File: config.mk
export PLATFORM = sky130hd
export DESIGN_NAME = sha256_block_controller
export DESIGN_NICKNAME = d
export VERILOG_FILES = /design/src/rtl/sha256_block_controller.sv
export SDC_FILE = /design/constraint.sdc
export NUM_CORES = 1
export LEC_CHECK = 0
export CAP_MARGIN = 20
export CORE_AREA = 2 2 305 307
export DETAILED_ROUTE_END_ITERATION = 7
export DIE_AREA = 0 0 307 309
export MAX_ROUTING_LAYER = met4
export PLACE_DENSITY = 0.6
export SETUP_SLACK_MARGIN = 0.2
export SLEW_MARGIN = 20
export SYNTH_ARGS = -nofsm -noshare
export SYNTH_HDL_FRONTEND = slang
export SYNTH_SLANG_ARGS = --single-unit
File: constraint.sdc
create_clock -name clk -period 8 [get_ports clk]
set_input_delay 2 -clock clk [delete_from_list [all_inputs] [get_ports clk]]
set_output_delay 2 -clock clk [all_outputs]
set_load 0.03 [all_outputs]
File: src/rtl/sha256_block_controller.sv
// SHA-256 block controller: sequences one compression per 512-bit block
// over the message-schedule and round datapath, chains blocks into the
// running hash H0..H7, and presents the digest with a start/busy/done
// handshake. All outputs come straight from flops.
module sha256_block_controller #(
    parameter int unsigned  ROUNDS = 64,
    parameter logic [255:0] IV     = 256'h6a09e667_bb67ae85_3c6ef372_a54ff53a_510e527f_9b05688c_1f83d9ab_5be0cd19
) (
    input  logic         clk,
    input  logic         Reset,
    input  logic         start,
    input  logic         first_block,
    input  logic         last_block,
    input  logic [255:0] work_in,
    output logic         init,
    output logic         next,
    output logic [5:0]   round,
    output logic [255:0] h_state,
    output logic         busy,
    output logic         block_done,
    output logic [255:0] digest,
    output logic         digest_valid
);

    localparam logic [2:0] ST_IDLE   = 3'd0;
    localparam logic [2:0] ST_INIT   = 3'd1;
    localparam logic [2:0] ST_ROUND  = 3'd2;
    localparam logic [2:0] ST_UPDATE = 3'd3;
    localparam logic [2:0] ST_DONE   = 3'd4;

    localparam logic [5:0] LAST_ROUND = 6'(ROUNDS - 1);

    // Eight independent 32-bit adds; carries never cross word boundaries.
    function automatic logic [255:0] add_words(input logic [255:0] a, input logic [255:0] b);
        logic [255:0] r;
        r = 256'd0;
        for (int i = 0; i < 8; i++) begin
            r[i*32 +: 32] = a[i*32 +: 32] + b[i*32 +: 32];
        end
        return r;
    endfunction

    logic [2:0]   state_q, state_d;
    logic [5:0]   round_q, round_d;
    logic [255:0] h_q, h_d;
    logic         last_q, last_d;
    logic         dv_q, dv_d;
    logic         init_q, init_d;
    logic         next_q, next_d;
    logic         busy_q, busy_d;
    logic         block_done_q, block_done_d;

    // Next-state, round counter, hash update and latched-flag logic.
    always_comb begin
        state_d = state_q;
        round_d = round_q;
        h_d     = h_q;
        last_d  = last_q;
        dv_d    = dv_q;
        case (state_q)
            ST_IDLE: begin
                if (start) begin
                    state_d = ST_INIT;
                    last_d  = last_block;
                    dv_d    = 1'b0;
                    round_d = 6'd0;
                    if (first_block) begin
                        h_d = IV;
                    end else begin
                        h_d = h_q;
                    end
                end else begin
                    state_d = ST_IDLE;
                end
            end
            ST_INIT: begin
                state_d = ST_ROUND;
                round_d = 6'd0;
            end
            ST_ROUND: begin
                if (round_q == LAST_ROUND) begin
                    state_d = ST_UPDATE;
                    round_d = 6'd0;
                end else begin
                    round_d = round_q + 6'd1;
                end
            end
            ST_UPDATE: begin
                h_d     = add_words(h_q, work_in);
                state_d = ST_DONE;
                if (last_q) begin
                    dv_d = 1'b1;
                end else begin
                    dv_d = dv_q;
                end
            end
            ST_DONE: begin
                state_d = ST_IDLE;
            end
            default: begin
                state_d = ST_IDLE;
                round_d = 6'd0;
            end
        endcase
    end

    // Strobes are decoded from the next state so they can be registered
    // and still line up with the state they belong to.
    always_comb begin
        init_d       = (state_d == ST_INIT);
        next_d       = (state_d == ST_ROUND);
        busy_d       = (state_d != ST_IDLE);
        block_done_d = (state_d == ST_DONE);
    end

    // State and output registers with synchronous active-high reset.
    always_ff @(posedge clk) begin
        if (Reset) begin
            state_q      <= ST_IDLE;
            round_q      <= 6'd0;
            h_q          <= IV;
            last_q       <= 1'b0;
            dv_q         <= 1'b0;
            init_q       <= 1'b0;
            next_q       <= 1'b0;
            busy_q       <= 1'b0;
            block_done_q <= 1'b0;
        end else begin
            state_q      <= state_d;
            round_q      <= round_d;
            h_q          <= h_d;
            last_q       <= last_d;
            dv_q         <= dv_d;
            init_q       <= init_d;
            next_q       <= next_d;
            busy_q       <= busy_d;
            block_done_q <= block_done_d;
        end
    end

    assign init         = init_q;
    assign next         = next_q;
    assign round        = round_q;
    assign h_state      = h_q;
    assign digest       = h_q;
    assign busy         = busy_q;
    assign block_done   = block_done_q;
    assign digest_valid = dv_q;

endmodule

==> flow_metrics.tcl, run 1 <==
set metrics [dict create \
    synth_edf_count 0 \
    hp-class "flop to flop" \
    drtIter0Drc 990 \
    routed_via_density 4.932 \
    skew_ns 0.02423 \
    grt_remaining_overflow 0 \
    critPathMaxFanout 3 \
    min_period_ns 5.134 \
    power.share.clock_pct 38.9 \
    fin_setup_tns_ns 0 \
    synthArstFlopShare_pct 0 \
    yosysTopAreaCellShare_pct 23.75 \
    arrival_ns 5.56 \
    start_util_pct 24.99 \
    grt_max_degree 69 \
    power.density_mw_per_mm2 139.2 \
    hold_violations 0 \
    cts_tree "yes" \
    drive_gt1_share_pct 3.654 \
    switching_share_pct 33.06 \
    status "finished, final reports clean" \
    period_share_pct 64.17 \
    yosys_warnings 0 \
    post_cts_buffers 0 \
    antenna_found_initial 9 \
    clock-sinks 271 \
    coreArea_mm2 0.09139 \
    cts_buffers 38 \
    slew_violations 0 \
    syn_to_final_growth_pct 36.97 \
    power_leakage_nw 12.71 \
    ir_worst_vdd_uv 113.4 \
    post-synth-top-area-cell "dfxtp_1" \
    synth.area.mux_share_pct 0.2684 \
    nets 3856 \
    cts_root_buf "clkbuf_16" \
    hold_buffers 0 \
    wl_per_cell_um 20.33 \
    worstSkewPairLatency_ns 0.56 \
    dr.pass1.iters 5 \
    syn_area_mm2 0.02284 \
    final_antenna_net_count 0 \
    critPathLaunchType "input pin" \
    dieArea_mm2 0.09486 \
    worst_slack_ns 2.866 \
    cts_max_level 2 \
    rsz0062_at_grt "no" \
    criticalPathCategory "input pin to flop" \
    grt_usage_pct 19.10 \
    synthCells 2849 \
    post-synth-top-count-cell "dfxtp_1" \
    clkTransAtPathRegs_ns 0.06 \
    ys_types 81 \
    setup_viol_count_final 0 \
    ys_ff_latch 271 \
    cp-end-kind "flop" \
    dr_total_vias 22500 \
    internal_power_w 0.002916 \
    drc 0 \
    synth_fa_ha_area_share_pct 14.34 \
    grt_pass1_vias 21750 \
    grt_pass1_wl_um 135500 \
    pre_cts_slack_ns 2.364 \
    io_buffers 783 \
    routed_wl_um 92730 \
    power_frac_seq_pct 32.8 \
    cap_violations 0 \
    max_freq_mhz 194.8 \
    fillers 9635 \
    dp_hpwl_um 71470 \
    synth_top_family_by_area "compound AO/OA/AOI/OAI gates" \
    synth_commonest_cells "dfxtp_1 (271), buf_4 (256), a21oi_1 (255)" \
    ys_dominant_reg_cell "dfxtp_1" \
    maxSlewHeadroom_pct 33.41 \
    switchingPower_w 0.001440 \
    place_congestion 0.9331 \
    die_x_um 307 \
    core.rowCount 111 \
    avgSynthCellArea_um2 8.017 \
    worst_slew_pin_slew_ns 0.9989 \
    synthSimpleGateAreaFrac_pct 15.55 \
    chipHeight_um 309 \
    power_frac_comb_pct 28.2 \
    ys_seq_area_share_pct 23.75 \
    synthTopCellsByArea "dfxtp_1 (24%), ha_1 (14%), buf_4 (8.4%), a21oi_1 (5.6%), a21o_1 (4.5%)" \
    pin_count 784 \
    clk_path_buf_depth 3 \
    cts_resized 0 \
    synth_xor_area_share_pct 7.861 \
    synth_compound_area_share_pct 26.86 \
    syn_nets 3367 \
    required_ns 8.43 \
]
## power groups by stage
stage | Sequential, W | Combinational (W) | Clock, W
after floorplan | 0.00150 | 0.000757 | 0
after global routing | 0.00144 | 0.00134 | 0.00181
final | 0.00143 | 0.00123 | 0.00170
after CTS | 0.00143 | 0.00123 | 0.00176
after global placement | 0.00146 | 0.00122 | 0
after detailed placement | 0.00146 | 0.00122 | 0
## state kept, by name, indices dropped and copies added (netlist names)
| signal | cells |
|---|---|
| busy | 1 |
| state_q | 3 |
| round | 6 |
| block_done | 1 |
| digest | 256 |
| next | 1 |
| init | 1 |
| digest_valid | 1 |
| last_q | 1 |
## cell usage in the layout, fill, tap and decap left out, types with 48 or more instances in the layout
cell and instances:
nand2b_1 95, inv_1 85, ha_1 249, nor2_1 221, xnor2_1 111, o21ai_0 163
o22ai_1 69, a21oi_1 254, xor2_1 94, dfxtp_1 271, nand3_1 48, a21o_1 136
clkdlybuf4s50_1 782, nand2_1 175
## per-layer routing
layer | vias to the layer above | global-route usage, % | wire (um)
met5 | - | - | 0
met4 | 0 | 4.368 | 1954
met3 | 91 | 3.200 | 5231
met2 | 751 | 33.94 | 46310
met1 | 10600 | 22.47 | 39240
li1 | 11060 | - | -
## per-stage QoR
step                      utilization (%)  hold slack (ns)  cells  power, W  area [um^2]
after global routing                34.23           0.4984   4559  0.004582        31280
after global placement              32.88           0.4496   4484  0.002681        30050
after floorplan                         -           0.4368   2849  0.002257        22840
final                               34.23           0.4698   4562  0.004356        31290
after CTS                           34.21           0.4677   4552  0.004423        31260
after detailed placement            32.88           0.4603   4484  0.002684        30050
## layout make-up
type,instances,area (um^2),share of cell area [%]
diodes,10,25.02,0.07999
clock buffers,58,1137,3.635
clock inverters,10,75.07,0.2400
inverters,86,325.3,1.040
multi-input cells,2143,14870,47.52
flip-flops and latches,271,5425,17.34
well taps,1186,1484,4.743
repair buffers,798,7948,25.40
## cell families (layout without fill, tap and decap cells)
logic type / after synthesis / count (layout)
AOI/OAI and AO/OA: 940 / 940
and+or+nand+nor: 735 / 735
buffers and inverters: 435 / 952
DFF: 271 / 271
adders and majority gates: 257 / 257
xor gates and xnor gates: 205 / 205
muxes: 6 / 6
other: 0 / 10
## worst paths after layout
check / slack (ns) / cells after the start / end / start
max: 2.87 / 14 / digest[94]$_SDFFE_PP0P_ / work_in[64]
min: 0.47 / 2 / last_q$_SDFFE_PP0P_ / last_q$_SDFFE_PP0P_
max reg2reg: 4.38 / 13 / digest[94]$_SDFFE_PP0P_ / digest[64]$_SDFFE_PP0P_
min reg2reg: 0.47 / 2 / last_q$_SDFFE_PP0P_ / last_q$_SDFFE_PP0P_
## worst max-delay path, cell delays in order
cell and delay [ns]:
clkdlybuf4s50_1 0.46, ha_1 0.24, inv_1 0.09, fa_1 0.47
nor2b_1 0.14, o21ai_0 0.13, a21oi_1 0.32, a41oi_1 0.34
a31o_2 0.37, a211oi_1 0.22, nor2_1 0.11, o31ai_1 0.30
nor4b_1 0.09, a211o_1 0.28
Note: power is estimated with default switching activity, not from simulation.
==> inputs of run 2 (changes only) <==
- CORE_AREA: 2 2 305 307 -> 2 2 309 311
- DIE_AREA: 0 0 307 309 -> 0 0 311 313
- PLACE_DENSITY: 0.6 -> 0.59
- clock period: 8 -> 4.9 ns (I/O delays scaled with it)
==> flow_metrics.tcl, run 2 (synthesis results as in run 1) <==
set metrics [dict create \
    pre_cts_slack_ns -0.001685 \
    power_leakage_nw 12.82 \
    largest_register_ff_count 256 \
    power.density_mw_per_mm2 228.1 \
    dr_total_vias 22540 \
    whs_ns 0.4560 \
    cts_tree "yes" \
    crit_slowest_cell "clkdlybuf4s50_1" \
    die_x_um 311 \
    cap_violations 0 \
    rsz0062_at_grt "no" \
    routed_via_density 4.845 \
    drtIter0Drc 1328 \
    min_period_ns 4.348 \
    grt_pass1_wl_um 135600 \
    switching_share_pct 32.00 \
    start_util_pct 24.26 \
    worstSkewPairLatency_ns 0.55 \
    ir_worst_vdd_uv 154.6 \
    arrival_ns 4.78 \
    routed_wl_um 91530 \
    grt_remaining_overflow 0 \
    power_frac_comb_pct 28.1 \
    area.sequential_mm2 0.005425 \
    hold_violations 0 \
    coreArea_mm2 0.09416 \
    chipHeight_um 313 \
    required_ns 5.33 \
    place_congestion 0.9237 \
    cts_buffers 38 \
    switchingPower_w 0.002304 \
    r2r_slack_ns 1.30 \
    worst_slew_pin_slew_ns 1.044 \
    clock-sinks 271 \
    nets 3872 \
    final_common_cell "clkdlybuf4s50_1" \
    r2r_start "digest[64]$_SDFFE_PP0P_" \
    fin_setup_tns_ns 0 \
    hold_start "last_q$_SDFFE_PP0P_" \
    reg2regPathDepth 13 \
    dp_hpwl_um 71410 \
    grt_pass1_vias 22400 \
    period_share_pct 88.74 \
    whs_path_depth 2 \
    max_stage_delay_ns 0.46 \
    cts_root_buf "clkbuf_16" \
    stdcell_count 4652 \
    final_antenna_net_count 0 \
    criticalPathCategory "input pin to flop" \
    critPathMaxFanout 3 \
    setup_viol_count_final 0 \
    clk_path_buf_depth 3 \
    holdPathEnd "last_q$_SDFFE_PP0P_" \
    drive_gt1_share_pct 4.115 \
    maxSlewHeadroom_pct 30.38 \
    grt_max_degree 57 \
    fillers 9917 \
    placed_cells 4579 \
    crit_chain "clkdlybuf4s50_1 -> ha_1 -> inv_1 -> fa_1 -> nor2b_1 -> o21ai_0 -> a21oi_1 -> a41oi_1 -> a31o_2 -> a211oi_1 -> nor2_1 -> o31ai_1 -> nor4b_1 -> a211o_1" \
    hold_buffers 0 \
    syn_to_final_growth_pct 38.20 \
    cts_resized 0 \
    max_freq_mhz 230.0 \
    clkTransAtPathRegs_ns 0.06 \
    antenna_found_initial 9 \
    status "finished, final reports clean" \
    dieArea_mm2 0.09734 \
    hp-class "flop to flop" \
    core.rowCount 113 \
    grt_usage_pct 18.40 \
    internal_power_w 0.004897 \
    io_buffers 783 \
    post_cts_buffers 0 \
    power_frac_seq_pct 32.5 \
    slew_violations 0 \
    pin_count 784 \
    skew_ns 0.01838 \
    wl_per_cell_um 19.67 \
    cp-end-kind "flop" \
    cts_max_level 2 \
    final_cell_mix "clkdlybuf4s50_1 (782), dfxtp_1 (271), a21oi_1 (254)" \
    worst_slack_ns 0.5518 \
    multiInputGateArea_mm2 0.01487 \
    dr.pass1.iters 5 \
    critPathLaunchType "input pin" \
    drc 0 \
    power.share.clock_pct 39.4 \
    r2r_end "digest[94]$_SDFFE_PP0P_" \
]
[run 2: cell types whose count changed in the layout (fill, tap and decap cells not counted), moves of 2 or more]
cell | before | now
buf_4 | 16 | 30
clkbuf_1 | 10 | 6
clkbuf_8 | 9 | 12
buf_12 | 0 | 2
bufinv_16 | 0 | 2
clkinv_2 | 6 | 4
[run 2: how the worst max path moves through the flow]
stage | startpoint | slack [ns] | end | cells past startpoint
after floorplan | work_in[171] | 1.20 | digest[186]$_SDFFE_PP1P_ | 11
after global placement | work_in[64] | 0.02 | digest[94]$_SDFFE_PP0P_ | 14
after detailed placement | work_in[64] | -0.002 | digest[94]$_SDFFE_PP0P_ | 14
after CTS | work_in[64] | 0.58 | digest[94]$_SDFFE_PP0P_ | 14
after global routing | work_in[64] | 0.27 | digest[94]$_SDFFE_PP0P_ | 14
final | work_in[64] | 0.55 | digest[94]$_SDFFE_PP0P_ | 14
[run 2: power groups by stage]
stage | Clock, W | Sequential [W] | Combinational (W)
2_1_floorplan | 0 | 0.00245 | 0.00124
3_3_place_gp | 0 | 0.00238 | 0.00201
3_5_place_dp | 0 | 0.00239 | 0.00201
4_1_cts | 0.00296 | 0.00234 | 0.00203
5_1_grt | 0.00302 | 0.00234 | 0.00220
6_report | 0.00284 | 0.00234 | 0.00202
[run 2: final cells by class]
type / count / share of cell area [%]
clock buffer: 57 / 3.686
clock inverter: 7 / 0.2814
sequential: 271 / 17.19
inverter: 86 / 1.031
tap: 1265 / 5.014
timing repair buffer: 814 / 25.64
antenna: 9 / 0.07135
multi-input combinational: 2143 / 47.09
[run 2: worst max-delay path, delay by kind of cell]
kind,cells,cell delay (ns)
compound gates,7,2.04
simple gates,3,0.32
buf+inv,2,0.54
fa+ha+maj,2,0.65
[run 2: per-stage QoR]
stage	cell area (um^2)	util, %	power (W)
after floorplan	22840	-	0.003684
after global placement	30290	32.17	0.004393
after detailed placement	30290	32.17	0.004398
after CTS	31540	33.50	0.007322
after global routing	31560	33.52	0.007566
final	31570	33.52	0.007201
[run 2: layer usage]
metal | GRT usage (%) | share of wire (%) | vias to the layer above | routed length, um
met5 | - | 0 | - | 0
met4 | 4.556 | 2.3 | 0 | 2142
met3 | 3.017 | 5.5 | 97 | 5065
met2 | 33.12 | 51 | 721 | 46380
met1 | 21.19 | 41 | 10630 | 37940
li1 | - | - | 11100 | -
